==> src/rtl/ex_div_unit_if.sv <==
// Request/response bundle of the EX-stage divider: operands and controls in,
// busy/ok handshake and packed {remainder, quotient} result out.
interface ex_div_unit_if #(
    parameter int WIDTH = 32
) ();
    logic                 start_i;
    logic                 signed_i;
    logic [WIDTH-1:0]     dividend_i;
    logic [WIDTH-1:0]     divisor_i;
    logic                 annul_i;
    logic                 busy_o;
    logic                 ok_o;
    logic [2*WIDTH-1:0]   result_o;
    logic                 div_zero_o;

    modport master (
        output start_i, signed_i, dividend_i, divisor_i, annul_i,
        input  busy_o, ok_o, result_o, div_zero_o
    );

    modport slave (
        input  start_i, signed_i, dividend_i, divisor_i, annul_i,
        output busy_o, ok_o, result_o, div_zero_o
    );
endinterface

==> src/rtl/ex_div_unit.sv <==
// Multi-cycle restoring radix-2 integer divider (signed/unsigned) for the EX stage.
// One quotient bit per cycle; sign fix-up is applied as the result is committed.
module ex_div_unit #(
    parameter int WIDTH = 32,
    parameter int CNT_W = $clog2(WIDTH) + 1
) (
    input  logic          clk_i,
    input  logic          rst_i,
    ex_div_unit_if.slave  bus
);
    typedef enum logic [1:0] {
        IDLE  = 2'd0,
        RUN   = 2'd1,
        DZERO = 2'd2,
        DONE  = 2'd3
    } state_t;

    state_t                state_r;
    state_t                state_nxt_s;
    logic [CNT_W-1:0]      cnt_r;
    logic [WIDTH-1:0]      quo_r;
    logic [WIDTH-1:0]      dvs_r;
    logic [WIDTH-1:0]      rem_r;
    logic                  neg_q_r;
    logic                  neg_r_r;
    logic [2*WIDTH-1:0]    result_r;
    logic                  dz_r;

    logic                  last_step_s;
    logic                  divisor_zero_s;
    logic [WIDTH:0]        rem_shift_s;
    logic [WIDTH:0]        diff_s;
    logic                  q_bit_s;
    logic [WIDTH-1:0]      rem_step_s;
    logic [WIDTH-1:0]      quo_step_s;
    logic [WIDTH-1:0]      quo_fix_s;
    logic [WIDTH-1:0]      rem_fix_s;

    function automatic logic [WIDTH-1:0] magnitude(input logic [WIDTH-1:0] v, input logic sgn);
        if (sgn && v[WIDTH-1]) begin
            magnitude = -v;
        end else begin
            magnitude = v;
        end
    endfunction

    assign last_step_s    = (cnt_r == CNT_W'(WIDTH - 1));
    assign divisor_zero_s = (bus.divisor_i == {WIDTH{1'b0}});

    // State register
    always_ff @(posedge clk_i) begin
        if (rst_i) begin
            state_r <= IDLE;
        end else begin
            state_r <= state_nxt_s;
        end
    end

    // Next-state decode; annul pulls every state back to IDLE
    always_comb begin
        state_nxt_s = state_r;
        case (state_r)
            IDLE: begin
                if (bus.annul_i) begin
                    state_nxt_s = IDLE;
                end else if (bus.start_i) begin
                    state_nxt_s = divisor_zero_s ? DZERO : RUN;
                end else begin
                    state_nxt_s = IDLE;
                end
            end
            RUN: begin
                if (bus.annul_i) begin
                    state_nxt_s = IDLE;
                end else if (last_step_s) begin
                    state_nxt_s = DONE;
                end else begin
                    state_nxt_s = RUN;
                end
            end
            DZERO: begin
                if (bus.annul_i) begin
                    state_nxt_s = IDLE;
                end else begin
                    state_nxt_s = DONE;
                end
            end
            DONE:    state_nxt_s = IDLE;
            default: state_nxt_s = IDLE;
        endcase
    end

    // One restoring step: shift in the next dividend bit, keep the trial difference if it did not borrow
    always_comb begin
        rem_shift_s = {rem_r, quo_r[WIDTH-1]};
        diff_s      = rem_shift_s - {1'b0, dvs_r};
        q_bit_s     = ~diff_s[WIDTH];
        if (q_bit_s) begin
            rem_step_s = diff_s[WIDTH-1:0];
        end else begin
            rem_step_s = rem_shift_s[WIDTH-1:0];
        end
        quo_step_s = {quo_r[WIDTH-2:0], q_bit_s};
        if (neg_q_r) begin
            quo_fix_s = -quo_step_s;
        end else begin
            quo_fix_s = quo_step_s;
        end
        if (neg_r_r) begin
            rem_fix_s = -rem_step_s;
        end else begin
            rem_fix_s = rem_step_s;
        end
    end

    // Operand latch, iteration datapath and result commit
    always_ff @(posedge clk_i) begin
        if (rst_i) begin
            cnt_r    <= {CNT_W{1'b0}};
            quo_r    <= {WIDTH{1'b0}};
            dvs_r    <= {WIDTH{1'b0}};
            rem_r    <= {WIDTH{1'b0}};
            neg_q_r  <= 1'b0;
            neg_r_r  <= 1'b0;
            result_r <= {(2*WIDTH){1'b0}};
            dz_r     <= 1'b0;
        end else begin
            dz_r <= (state_r == DZERO) && !bus.annul_i;
            case (state_r)
                IDLE: begin
                    cnt_r <= {CNT_W{1'b0}};
                    if (bus.start_i && !bus.annul_i) begin
                        rem_r   <= {WIDTH{1'b0}};
                        dvs_r   <= magnitude(bus.divisor_i, bus.signed_i);
                        neg_q_r <= bus.signed_i & (bus.dividend_i[WIDTH-1] ^ bus.divisor_i[WIDTH-1]);
                        neg_r_r <= bus.signed_i & bus.dividend_i[WIDTH-1];
                        // Divide-by-zero returns the raw dividend as remainder
                        if (divisor_zero_s) begin
                            quo_r <= bus.dividend_i;
                        end else begin
                            quo_r <= magnitude(bus.dividend_i, bus.signed_i);
                        end
                    end
                end
                RUN: begin
                    if (bus.annul_i) begin
                        cnt_r <= {CNT_W{1'b0}};
                    end else begin
                        cnt_r <= cnt_r + CNT_W'(1'b1);
                        quo_r <= quo_step_s;
                        rem_r <= rem_step_s;
                        if (last_step_s) begin
                            result_r <= {rem_fix_s, quo_fix_s};
                        end
                    end
                end
                DZERO: begin
                    cnt_r <= {CNT_W{1'b0}};
                    if (!bus.annul_i) begin
                        result_r <= {quo_r, {WIDTH{1'b1}}};
                    end
                end
                DONE: begin
                    cnt_r <= {CNT_W{1'b0}};
                end
                default: begin
                    cnt_r <= {CNT_W{1'b0}};
                end
            endcase
        end
    end

    assign bus.busy_o     = (state_r == RUN) || (state_r == DONE);
    assign bus.ok_o       = (state_r == DONE);
    assign bus.result_o   = result_r;
    assign bus.div_zero_o = dz_r;
endmodule

==> src/flat_wrapper.sv <==
// flat-port wrapper written by rule: the top's interface ports become plain ports
module ex_div_unit_flat 
#(
    parameter int WIDTH = 32,
    parameter int CNT_W = $clog2(WIDTH) + 1
)
  (clk_i, rst_i, bus_start_i, bus_signed_i, bus_dividend_i, bus_divisor_i, bus_annul_i, bus_busy_o, bus_ok_o, bus_result_o, bus_div_zero_o);
  ex_div_unit_if #(.WIDTH(WIDTH)) bus_i ();
  input  logic clk_i;
  input  logic rst_i;
  input wire logic [$bits(bus_i.start_i)-1:0] bus_start_i;
  input wire logic [$bits(bus_i.signed_i)-1:0] bus_signed_i;
  input wire logic [$bits(bus_i.dividend_i)-1:0] bus_dividend_i;
  input wire logic [$bits(bus_i.divisor_i)-1:0] bus_divisor_i;
  input wire logic [$bits(bus_i.annul_i)-1:0] bus_annul_i;
  output wire logic [$bits(bus_i.busy_o)-1:0] bus_busy_o;
  output wire logic [$bits(bus_i.ok_o)-1:0] bus_ok_o;
  output wire logic [$bits(bus_i.result_o)-1:0] bus_result_o;
  output wire logic [$bits(bus_i.div_zero_o)-1:0] bus_div_zero_o;
  assign bus_i.start_i = bus_start_i;
  assign bus_i.signed_i = bus_signed_i;
  assign bus_i.dividend_i = bus_dividend_i;
  assign bus_i.divisor_i = bus_divisor_i;
  assign bus_i.annul_i = bus_annul_i;
  assign bus_busy_o = bus_i.busy_o;
  assign bus_ok_o = bus_i.ok_o;
  assign bus_result_o = bus_i.result_o;
  assign bus_div_zero_o = bus_i.div_zero_o;
  ex_div_unit #(.WIDTH(WIDTH), .CNT_W(CNT_W)) u_core (.clk_i(clk_i), .rst_i(rst_i), .bus(bus_i));
endmodule
==> config.mk <==
export PLATFORM = sky130hd
export DESIGN_NAME = ex_div_unit_flat
export DESIGN_NICKNAME = d
export VERILOG_FILES = /design/src/rtl/ex_div_unit_if.sv /design/src/rtl/ex_div_unit.sv /design/src/flat_wrapper.sv
export SDC_FILE = /design/constraint.sdc
export NUM_CORES = 1
export LEC_CHECK = 0
export ABC_CLOCK_PERIOD_IN_PS = 4300
export CORE_ASPECT_RATIO = 0.5
export CORE_MARGIN = 2
export CORE_UTILIZATION = 45
export CTS_BUF_LIST = sky130_fd_sc_hd__clkbuf_4
export CTS_CLUSTER_DIAMETER = 120
export DETAILED_ROUTE_END_ITERATION = 10
export DONT_BUFFER_PORTS = 1
export GPL_TIMING_DRIVEN = 0
export PLACE_DENSITY = 0.65
export SYNTH_ARGS = -nofsm -noshare
export SYNTH_HDL_FRONTEND = slang
export SYNTH_SLANG_ARGS = --single-unit
==> constraint.sdc <==
create_clock -name clk_i -period 4.3 [get_ports clk_i]
set_input_delay 0.215 -clock clk_i [delete_from_list [all_inputs] [get_ports clk_i]]
set_output_delay 0.215 -clock clk_i [all_outputs]
set_load 0.02 [all_outputs]
# After elaboration in Yosys (flattened, before gate mapping)
# Index checks and enable logic that the tools add are counted.
[op_classes]
bitwise_logic = 4
n_addsub = 6
n_reduce_logical = 14
muxes = 25
eq_ne = 8
[op_table]
columns = ["op", "n"]
rows = [
  ["32-bit 2-to-1 mux", 10],
  ["64-bit 2-to-1 mux", 3],
  ["32-bit negator", 4],
  ["32-bit one-hot mux with 2 select lines", 2],
  ["64-bit one-hot mux with 2 select lines", 1],
  ["33-bit by 32-bit subtractor with 33-bit output", 1],
  ["32-bit logical NOT", 1],
  ["2-bit 2-to-1 mux", 6],
  ["6-bit one-hot mux with 2 select lines", 1],
  ["2-bit one-hot mux with 4 select lines", 1],
  ["6-bit by 1-bit adder with 6-bit output, second input constant", 1],
  ["6-bit by 5-bit equality test with 1-bit output, second input constant", 1],
  ["6-bit 2-to-1 mux", 1],
  ["2-bit equality test, second input constant", 2],
  ["1-bit logical AND", 4],
  ["2-bit by 1-bit != test with 1-bit output, second input constant", 2],
  ["2-bit != test, second input constant", 2],
  ["4-bit AND reduction", 1],
  ["2-bit nonzero test", 2],
  ["3-bit AND reduction", 1],
  ["3-bit OR reduction", 1],
  ["1-bit bitwise AND", 2],
  ["2-bit by 1-bit equality test with 1-bit output, second input constant", 1],
  ["2-bit logical NOT", 1],
  ["other kinds (5)", 5],
]
[word_totals]
register_bits = 171
out_inout_bits = 67
input_bits = 69
elab_cells = 66

# Logic depth before layout (Yosys ltp)
# Gate-level depths: netlist of run 1.
[depth]
depth_word = 7
mapped_depth = 22

# Worst setup path after synthesis of run 1
# OpenSTA, ideal clock, no wires.
[synth_timing]
path_type = "register to register"
startpoint = "reg u_core.quo_r[31]"
endpoint = "reg u_core.result_r[58] (netlist: u_core.bus.result_o[58])"
period_less_slack_ns = 4.754
slack_ns = -0.454
setup_time_ns = 0.086
stages_incl_launch_ff = 22
required_time_ns = 4.214
t_arrival_ns = 4.669
cell_sequence = "dfxtp_1 -> inv_1 -> ha_1 -> inv_1 -> fa_1 -> a211oi_2 -> o211ai_2 -> a211oi_2 -> nor3_2 -> o21a_4 -> nor2_8 -> buf_2 -> buf_2 -> buf_4 -> mux2i_1 -> ha_1 -> nand2_1 -> o32ai_4 -> nand4_1 -> o31ai_1 -> xnor2_1 -> a211oi_1"
[synth_via]
elab_chain_cells = 7
[synth_rtl]
columns = ["item", "line", "text"]
rows = [
  ["start, declared", "ex_div_unit.sv:21", "logic [WIDTH-1:0] quo_r;"],
  ["start signal, assigned", "ex_div_unit.sv:120", "quo_r <= {WIDTH{1'b0}};"],
  ["start signal, assigned", "ex_div_unit.sv:139", "quo_r <= bus.dividend_i;"],
  ["start signal, assigned", "ex_div_unit.sv:141", "quo_r <= magnitude(bus.dividend_i, bus.signed_i);"],
  ["33-bit by 32-bit subtractor with 33-bit output", "ex_div_unit.sv:96", "diff_s = rem_shift_s - {1'b0, dvs_r};"],
  ["32-bit 2-to-1 mux (*)", "ex_div_unit.sv:98", "if (q_bit_s) begin"],
  ["32-bit negator", "ex_div_unit.sv:110", "rem_fix_s = -rem_step_s;"],
  ["32-bit 2-to-1 mux (*)", "ex_div_unit.sv:109", "if (neg_r_r) begin"],
  ["64-bit 2-to-1 mux (*)", "ex_div_unit.sv:152", "if (last_step_s) begin"],
  ["64-bit 2-to-1 mux (*)", "ex_div_unit.sv:146", "if (bus.annul_i) begin"],
  ["64-bit one-hot mux with 2 select lines (*)", "ex_div_unit.sv:129", "case (state_r)"],
  ["end signal, assigned", "ex_div_unit.sv:125", "result_r <= {(2*WIDTH){1'b0}};"],
  ["end signal, assigned", "ex_div_unit.sv:153", "result_r <= {rem_fix_s, quo_fix_s};"],
  ["end signal, assigned", "ex_div_unit.sv:160", "result_r <= {quo_r, {WIDTH{1'b1}}};"],
  ["end, declared", "ex_div_unit.sv:26", "logic [2*WIDTH-1:0] result_r;"],
]
# Mark *: on every way between the ends. The rest lies on a longest branch, timed or not. The select of a mux whose other input is x is not followed.
# A chain may end at the register's enable or synchronous reset.

# Final worst setup path of run 1
[layout_timing]
startpoint = "reg u_core.quo_r[31]"
endpoint = "reg u_core.result_r[62] (netlist: u_core.bus.result_o[62])"
# The elaborated chain is that of the path after synthesis.

==> results of run 1 <==
final timing paths:
kind / start / endpoint / slack [ps]
worst max-delay path: u_core.quo_r[31]$_SDFFE_PP0P_ / u_core.bus.result_o[62]$_SDFFE_PP0P_ / -150
worst max register to register: u_core.quo_r[31]$_SDFFE_PP0P_ / u_core.bus.result_o[62]$_SDFFE_PP0P_ / -150
worst min-delay path: bus_divisor_i[11] / u_core.dvs_r[12]$_SDFFE_PP0P_ / 40
worst min register to register: u_core.dvs_r[31]$_SDFFE_PP0P_ / u_core.dvs_r[31]$_SDFFE_PP0P_ / 490
cell type report:
cell class / instances / area share (%)
antenna: 6 / 0.1069
buffer: 102 / 3.286
clock buffer: 17 / 0.9083
clock inverter: 15 / 1.193
inverter: 49 / 1.380
multi-input combinational: 1239 / 57.56
sequential: 171 / 24.46
tap: 344 / 3.063
timing repair buffer: 119 / 8.041
per-stage QoR:
stage,setup WS [ps],utilization [%]
finish,-149.0,55.00
global route,-267.4,54.97
CTS,-146.5,54.34
detailed placement,-1604,48.52
global placement,-1544,48.49
floorplan,-145.2,-
worst register-to-register path, delay by kind of cell (launching register included):
family,cells,cell delay (ps)
compound gates,9,2400
flops,1,390
fa+ha+maj,3,700
simple gates,3,340
buf+inv,5,400
xor+xnor,1,150
synthesized netlist by cell type, types with 13 or more instances:
library cell / count
a211oi_1: 96
a21oi_1: 111
a311oi_1: 19
buf_2: 13
clkbuf_1: 84
dfxtp_1: 171
ha_1: 37
inv_1: 48
mux2i_1: 29
nand2_1: 136
nand3_1: 27
nor2_1: 211
nor3_1: 43
nor4_1: 13
o21ai_0: 120
o31ai_1: 19
or3_1: 39
xnor2_1: 60
xor2_1: 73
report_power, final:
group	total [uW]	internal (uW)	switching [uW]
Sequential	1690	1630	57.2
Clock	1030	318	708
Combinational	1070	427	643
flip-flops by register name (all words and copies together), names as in the netlist:
name and count:
u_core.bus.result_o 64, u_core.dvs_r 32, u_core.quo_r 32, u_core.rem_r 32, u_core.cnt_r 6, u_core.state_r 2
u_core.bus.div_zero_o 1, u_core.neg_q_r 1, u_core.neg_r_r 1
cells in the final DEF (no fill, tap or decap), types with 9 or more instances in the layout:
cell type	count
inv_6	9
mux2i_1	28
xor2_1	73
a21oi_1	109
nor3_1	43
clkbuf_4	17
buf_2	11
nand2b_1	10
nor2_1	211
buf_4	26
and3_1	10
xnor2_1	58
ha_1	34
nand2_1	133
dfxtp_1	162
nor4_1	11
or3_1	38
dlygate4sd3_1	90
nand4_1	10
inv_1	46
or4_1	9
a311oi_1	19
o31ai_1	16
nand3_1	26
o41ai_1	9
o211ai_1	11
a211oi_1	94
clkbuf_1	81
o21ai_0	114
kinds of logic (layout without fill, tap and decap cells):
| logic type | Yosys count | count (layout) | synth area share, % |
|---|---|---|---|
| AND/OR/NAND/NOR | 563 | 563 | 22.62 |
| XOR/XNOR | 133 | 133 | 9.807 |
| adder cells (fa/ha/maj) | 38 | 38 | 4.066 |
| other | 0 | 6 | 0 |
| multiplexers | 31 | 31 | 2.634 |
| flip-flops | 171 | 171 | 28.82 |
| buffers and inverters | 155 | 302 | 5.288 |
| AO/OA/AOI/OAI | 474 | 474 | 26.77 |
what timing repair did:
action                                  CTS  global route
hold buffers                             90             0
endpoints found under the setup margin   58            29
setup buffers                            23             6
cloned                                    0             0
gates resized for setup                  29            32
hold endpoints to repair                 68             0
pin swaps                                18            12
metal layers:
metal	track usage (%)	wire, um	vias up
li1	-	-	5962
met1	43.69	19770	6098
met2	49.82	19930	593
met3	7.495	4404	70
met4	9.177	915	0
met5	0	0	-
==> results.json, run 1 <==
{
  "slew_headroom_pct": -2.756,
  "drive_gt1_share_pct": 8.937,
  "power_uw": 3785,
  "fillers": 2516,
  "power_density_mw_per_mm2": 269.4,
  "synth-edff-count": 0,
  "die_x_um": 233.8,
  "hold_path.class": "in -> reg",
  "async_reset_ff_share_pct": 0,
  "endpoint_kind": "flip-flop",
  "reg2regPathDepth": 21,
  "peakVddDrop_mv": 0.1679,
  "port_buffers": 0,
  "timing.fmax_mhz": 224.8,
  "antenna_found_initial": 2,
  "dpl.cell_count": 1909,
  "post_drt_wl_per_cell_um": 21.83,
  "start_kind": "flip-flop",
  "crit_required_ps": 4920,
  "stdcell_area_sq_mm": 0.01405,
  "crit_chain": "clkinv_4 > ha_4 > inv_2 > fa_2 > a211oi_4 > o211ai_2 > a211oi_4 > nor3_4 > o21a_4 > nor2_8 > inv_6 > buf_8 > clkbuf_16 > a21oi_4 > ha_4 > nand2_4 > o32ai_4 > o211ai_1 > o41ai_2 > xnor2_1 > a211oi_1",
  "num_io_pins": 136,
  "hold_viol_final": 0,
  "path_depth": 21,
  "cp_slowest_stage_delay_ps": 390,
  "syn_area_sq_mm": 0.01188,
  "setup_violations": 8,
  "grt_start_max_net_pins": 19,
  "fp-row-count": 41,
  "areaGrowthSynthToFinish_pct": 18.30,
  "numCtsBuffers": 17,
  "routed-via-count": 12723,
  "hold_depth": 4,
  "cts_tree": "yes",
  "ys_ff_latch": 171,
  "place_hpwl_mm": 33.48,
  "drc": 0,
  "dpl-instance-area_sq_mm": 0.01239,
  "cp_num_buf_inv": 5,
  "synth_flop_cell": "dfxtp_1",
  "clk_pin_slew_worst_paths_ps": 180,
  "clockBufferDepth": 2,
  "clk_latency_ps": 690,
  "synth_cells": 1565,
  "status": "finished, violations left",
  "violations": "capacitance limit, slew limit, setup timing",
  "synth_nets": 1672,
  "track_usage_pct": 31.89,
  "tns_ps": -520.2,
  "tightest_slew_ps": 1520,
  "fin_hold_ws_ps": 40.61,
  "ys_seq_area_share_pct": 28.82,
  "stdcell_count": 2062,
  "max_cap_viol_count": 1,
  "place_congestion": 0.9381,
  "finalWorstSetupSlack_ps": -149.0,
  "critPathSlowestCell": "dfxtp_4",
  "rsz0062_at_grt": "yes",
  "clock-sinks": 171,
  "multi_input_area_sq_mm": 0.008088,
  "period_share_pct": 103.5,
  "worstSetupPathType": "reg -> reg",
  "cp_max_fo": 5,
  "postSynthAreaPerCell_sq_um": 7.590,
  "antenna_left": 0,
  "ys_warn_count": 0,
  "overflow": 0,
  "arrival_ps": 5070,
  "start_util_pct": 46.49,
  "vias_per_cell": 6.170,
  "cts.htree.levels": 4,
  "first_pass_iters": 6,
  "wirelength_mm": 45.01,
  "synth_top_area_cell": "dfxtp_1",
  "drt-initial-drc-count": 1312,
  "first_global_vias": 11953,
  "p_leak_uw": 0.004966,
  "die_height_um": 118.9,
  "coreArea_sq_mm": 0.02555,
  "skew_ps": 30.45,
  "grt_pass1_wl_mm": 68.10,
  "maxSlewViolCount": 5,
  "finalNetCount": 1806,
  "synth_top_area_share_pct": 28.82,
  "die_area_sq_mm": 0.02779,
  "cts-root-buf": "clkbuf_4",
  "cpLargestDelayFamily": "compound AO/OA/AOI/OAI gates",
  "synth.distinct_cells": 90,
  "register_area_sq_mm": 0.003437,
  "synth_area_leaders": "dfxtp_1 (29%), nor2_1 (6.7%), a211oi_1 (6.1%)",
  "fin_crit_ps": 4449
}
Power figures use the tool's default switching activity.
==> inputs of run 2 (changes only) <==
--- a/config.mk
+++ b/config.mk
@@ -14,6 +14,7 @@
 export DETAILED_ROUTE_END_ITERATION = 10
 export DONT_BUFFER_PORTS = 1
 export GPL_TIMING_DRIVEN = 0
+export MAX_ROUTING_LAYER = met4
 export PLACE_DENSITY = 0.65
 export SYNTH_ARGS = -nofsm -noshare
 export SYNTH_HDL_FRONTEND = slang
==> results.json, run 2 (synthesized netlist as in run 1, its figures left out) <==
{
  "tightest_slew_ps": 1325,
  "fp-row-count": 41,
  "hold_depth": 4,
  "multi_input_area_sq_mm": 0.008127,
  "min_to": "u_core.state_r[0]$_SDFF_PP0_",
  "largest_reg_flops": 64,
  "peakVddDrop_mv": 0.1710,
  "r2r_setup_slack_ps": -200,
  "reg2regPathDepth": 21,
  "die_height_um": 118.9,
  "status": "finished, violations left",
  "place_congestion": 0.9307,
  "cts_tree": "yes",
  "arrival_ps": 5080,
  "period_share_pct": 104.7,
  "final_common_cell": "nor2_1",
  "place_hpwl_mm": 33.53,
  "rsz0062_at_grt": "yes",
  "stdcell_area_sq_mm": 0.01399,
  "maxSlewViolCount": 0,
  "fin_hold_ws_ps": 40.80,
  "start_kind": "flip-flop",
  "clock-sinks": 171,
  "die_area_sq_mm": 0.02779,
  "clk_latency_ps": 680,
  "dpl-instance-area_sq_mm": 0.01239,
  "post_drt_wl_per_cell_um": 21.66,
  "dpl.cell_count": 1909,
  "finalNetCount": 1801,
  "timing.fmax_mhz": 222.2,
  "layout_common_cells": "nor2_1 (210), dfxtp_1 (161), nand2_1 (134)",
  "areaGrowthSynthToFinish_pct": 17.75,
  "endpoint_kind": "flip-flop",
  "cts-root-buf": "clkbuf_4",
  "power_uw": 3741,
  "critPathSlowestCell": "dfxtp_4",
  "slew_headroom_pct": 10.41,
  "num_io_pins": 136,
  "crit_chain": "clkinv_4 > ha_4 > inv_4 > fa_2 > a211oi_4 > o211ai_2 > a211oi_4 > nor3_4 > o21a_4 > nor2_8 > clkinv_4 > buf_12 > a21oi_2 > ha_4 > nand2_4 > o32ai_4 > buf_4 > nand4_1 > o31ai_1 > xnor2_1 > a211oi_1",
  "fin_crit_ps": 4501,
  "die_x_um": 233.8,
  "grt_pass1_wl_mm": 67.33,
  "cp_max_fo": 6,
  "overflow": 0,
  "start_util_pct": 46.49,
  "fillers": 2440,
  "drive_gt1_share_pct": 9.490,
  "power_density_mw_per_mm2": 267.5,
  "grt_start_max_net_pins": 19,
  "finalWorstSetupSlack_ps": -201.1,
  "register_area_sq_mm": 0.003438,
  "coreArea_sq_mm": 0.02555,
  "track_usage_pct": 32.50,
  "wirelength_mm": 44.45,
  "worstSetupPathType": "reg -> reg",
  "p_leak_uw": 0.004951,
  "min_from": "bus_annul_i",
  "worstReg2RegStart": "u_core.quo_r[31]$_SDFFE_PP0P_",
  "antenna_found_initial": 1,
  "crit_required_ps": 4880,
  "max_cap_viol_count": 0,
  "port_buffers": 0,
  "routed-via-count": 12594,
  "cp_slowest_stage_delay_ps": 390,
  "clockBufferDepth": 2,
  "violations": "DRC, setup timing",
  "skew_ps": 42.08,
  "first_global_vias": 11677,
  "hold_path.class": "in -> reg",
  "drc": 1,
  "drt-initial-drc-count": 1321,
  "antenna_left": 0,
  "first_pass_iters": 10,
  "stdcell_count": 2052,
  "utilization_pct": 54.75,
  "cts.htree.levels": 4,
  "setup_violations": 14,
  "vias_per_cell": 6.137,
  "numCtsBuffers": 17,
  "hold_viol_final": 0,
  "clk_pin_slew_worst_paths_ps": 170,
  "r2r-end": "u_core.bus.result_o[58]$_SDFFE_PP0P_"
}
-- run 2: final cells by class --
class                           instances  area share, %
Multi-Input combinational cell       1239          58.11
Buffer                                101          3.158
Timing Repair Buffer                  115          7.658
Antenna cell                            1        0.01789
Sequential cell                       171          24.58
Inverter                               49          1.405
Clock buffer                           18         0.9662
Clock inverter                         14          1.029
Tap cell                              344          3.077
-- run 2: timing repair --
| action | 4_1_cts | 5_1_grt |
|---|---|---|
| hold buffers | 80 | 0 |
| gates resized for setup | 25 | 43 |
| pin swaps | 17 | 30 |
| setup buffers | 24 | 11 |
| endpoints found under the hold margin | 68 | 0 |
| setup endpoints to repair | 47 | 29 |
-- run 2: where the power goes --
part | switching (uW) | internal [uW] | total, uW
clock network | 641 | 353 | 993
registers | 57.1 | 1630 | 1690
logic | 641 | 418 | 1060
-- run 2: critical path, delay by kind of cell, from the launching register on --
family / cells / cell delay, ps
xor+xnor: 1 / 140
simple gates: 4 / 480
buf+inv: 5 / 490
compound gates: 8 / 2160
flops: 1 / 390
fa+ha+maj: 3 / 740
-- run 2: worst max-delay path by stage --
| stage | slack [ps] | to | from |
|---|---|---|---|
| 2_1_floorplan | -150 | u_core.bus.result_o[62]$_SDFFE_PP0P_ | u_core.quo_r[31]$_SDFFE_PP0P_ |
| 3_3_place_gp | -1440 | u_core.bus.result_o[58]$_SDFFE_PP0P_ | u_core.quo_r[31]$_SDFFE_PP0P_ |
| 3_5_place_dp | -1460 | u_core.bus.result_o[58]$_SDFFE_PP0P_ | u_core.quo_r[31]$_SDFFE_PP0P_ |
| 4_1_cts | -70 | u_core.bus.result_o[62]$_SDFFE_PP0P_ | u_core.quo_r[31]$_SDFFE_PP0P_ |
| 5_1_grt | -320 | u_core.bus.result_o[58]$_SDFFE_PP0P_ | u_core.quo_r[31]$_SDFFE_PP0P_ |
| 6_report | -200 | u_core.bus.result_o[58]$_SDFFE_PP0P_ | u_core.quo_r[31]$_SDFFE_PP0P_ |
-- run 2: per-stage QoR --
step	worst slack, ps	setup TNS [ps]
after floorplan	-145.2	-625.7
after global placement	-1435	-30640
after detailed placement	-1460	-26910
after CTS	-69.21	-69.21
after global routing	-316.6	-3458
final	-201.1	-1206
-- run 2: metal layers --
metal  track usage [%]  wire length (um)  vias up
li1                  -                 -     5948
met1             44.41             20280     5998
met2             47.89             19010      559
met3             6.011              3779       89
met4             11.55              1370        0
met5                 -                 0        -
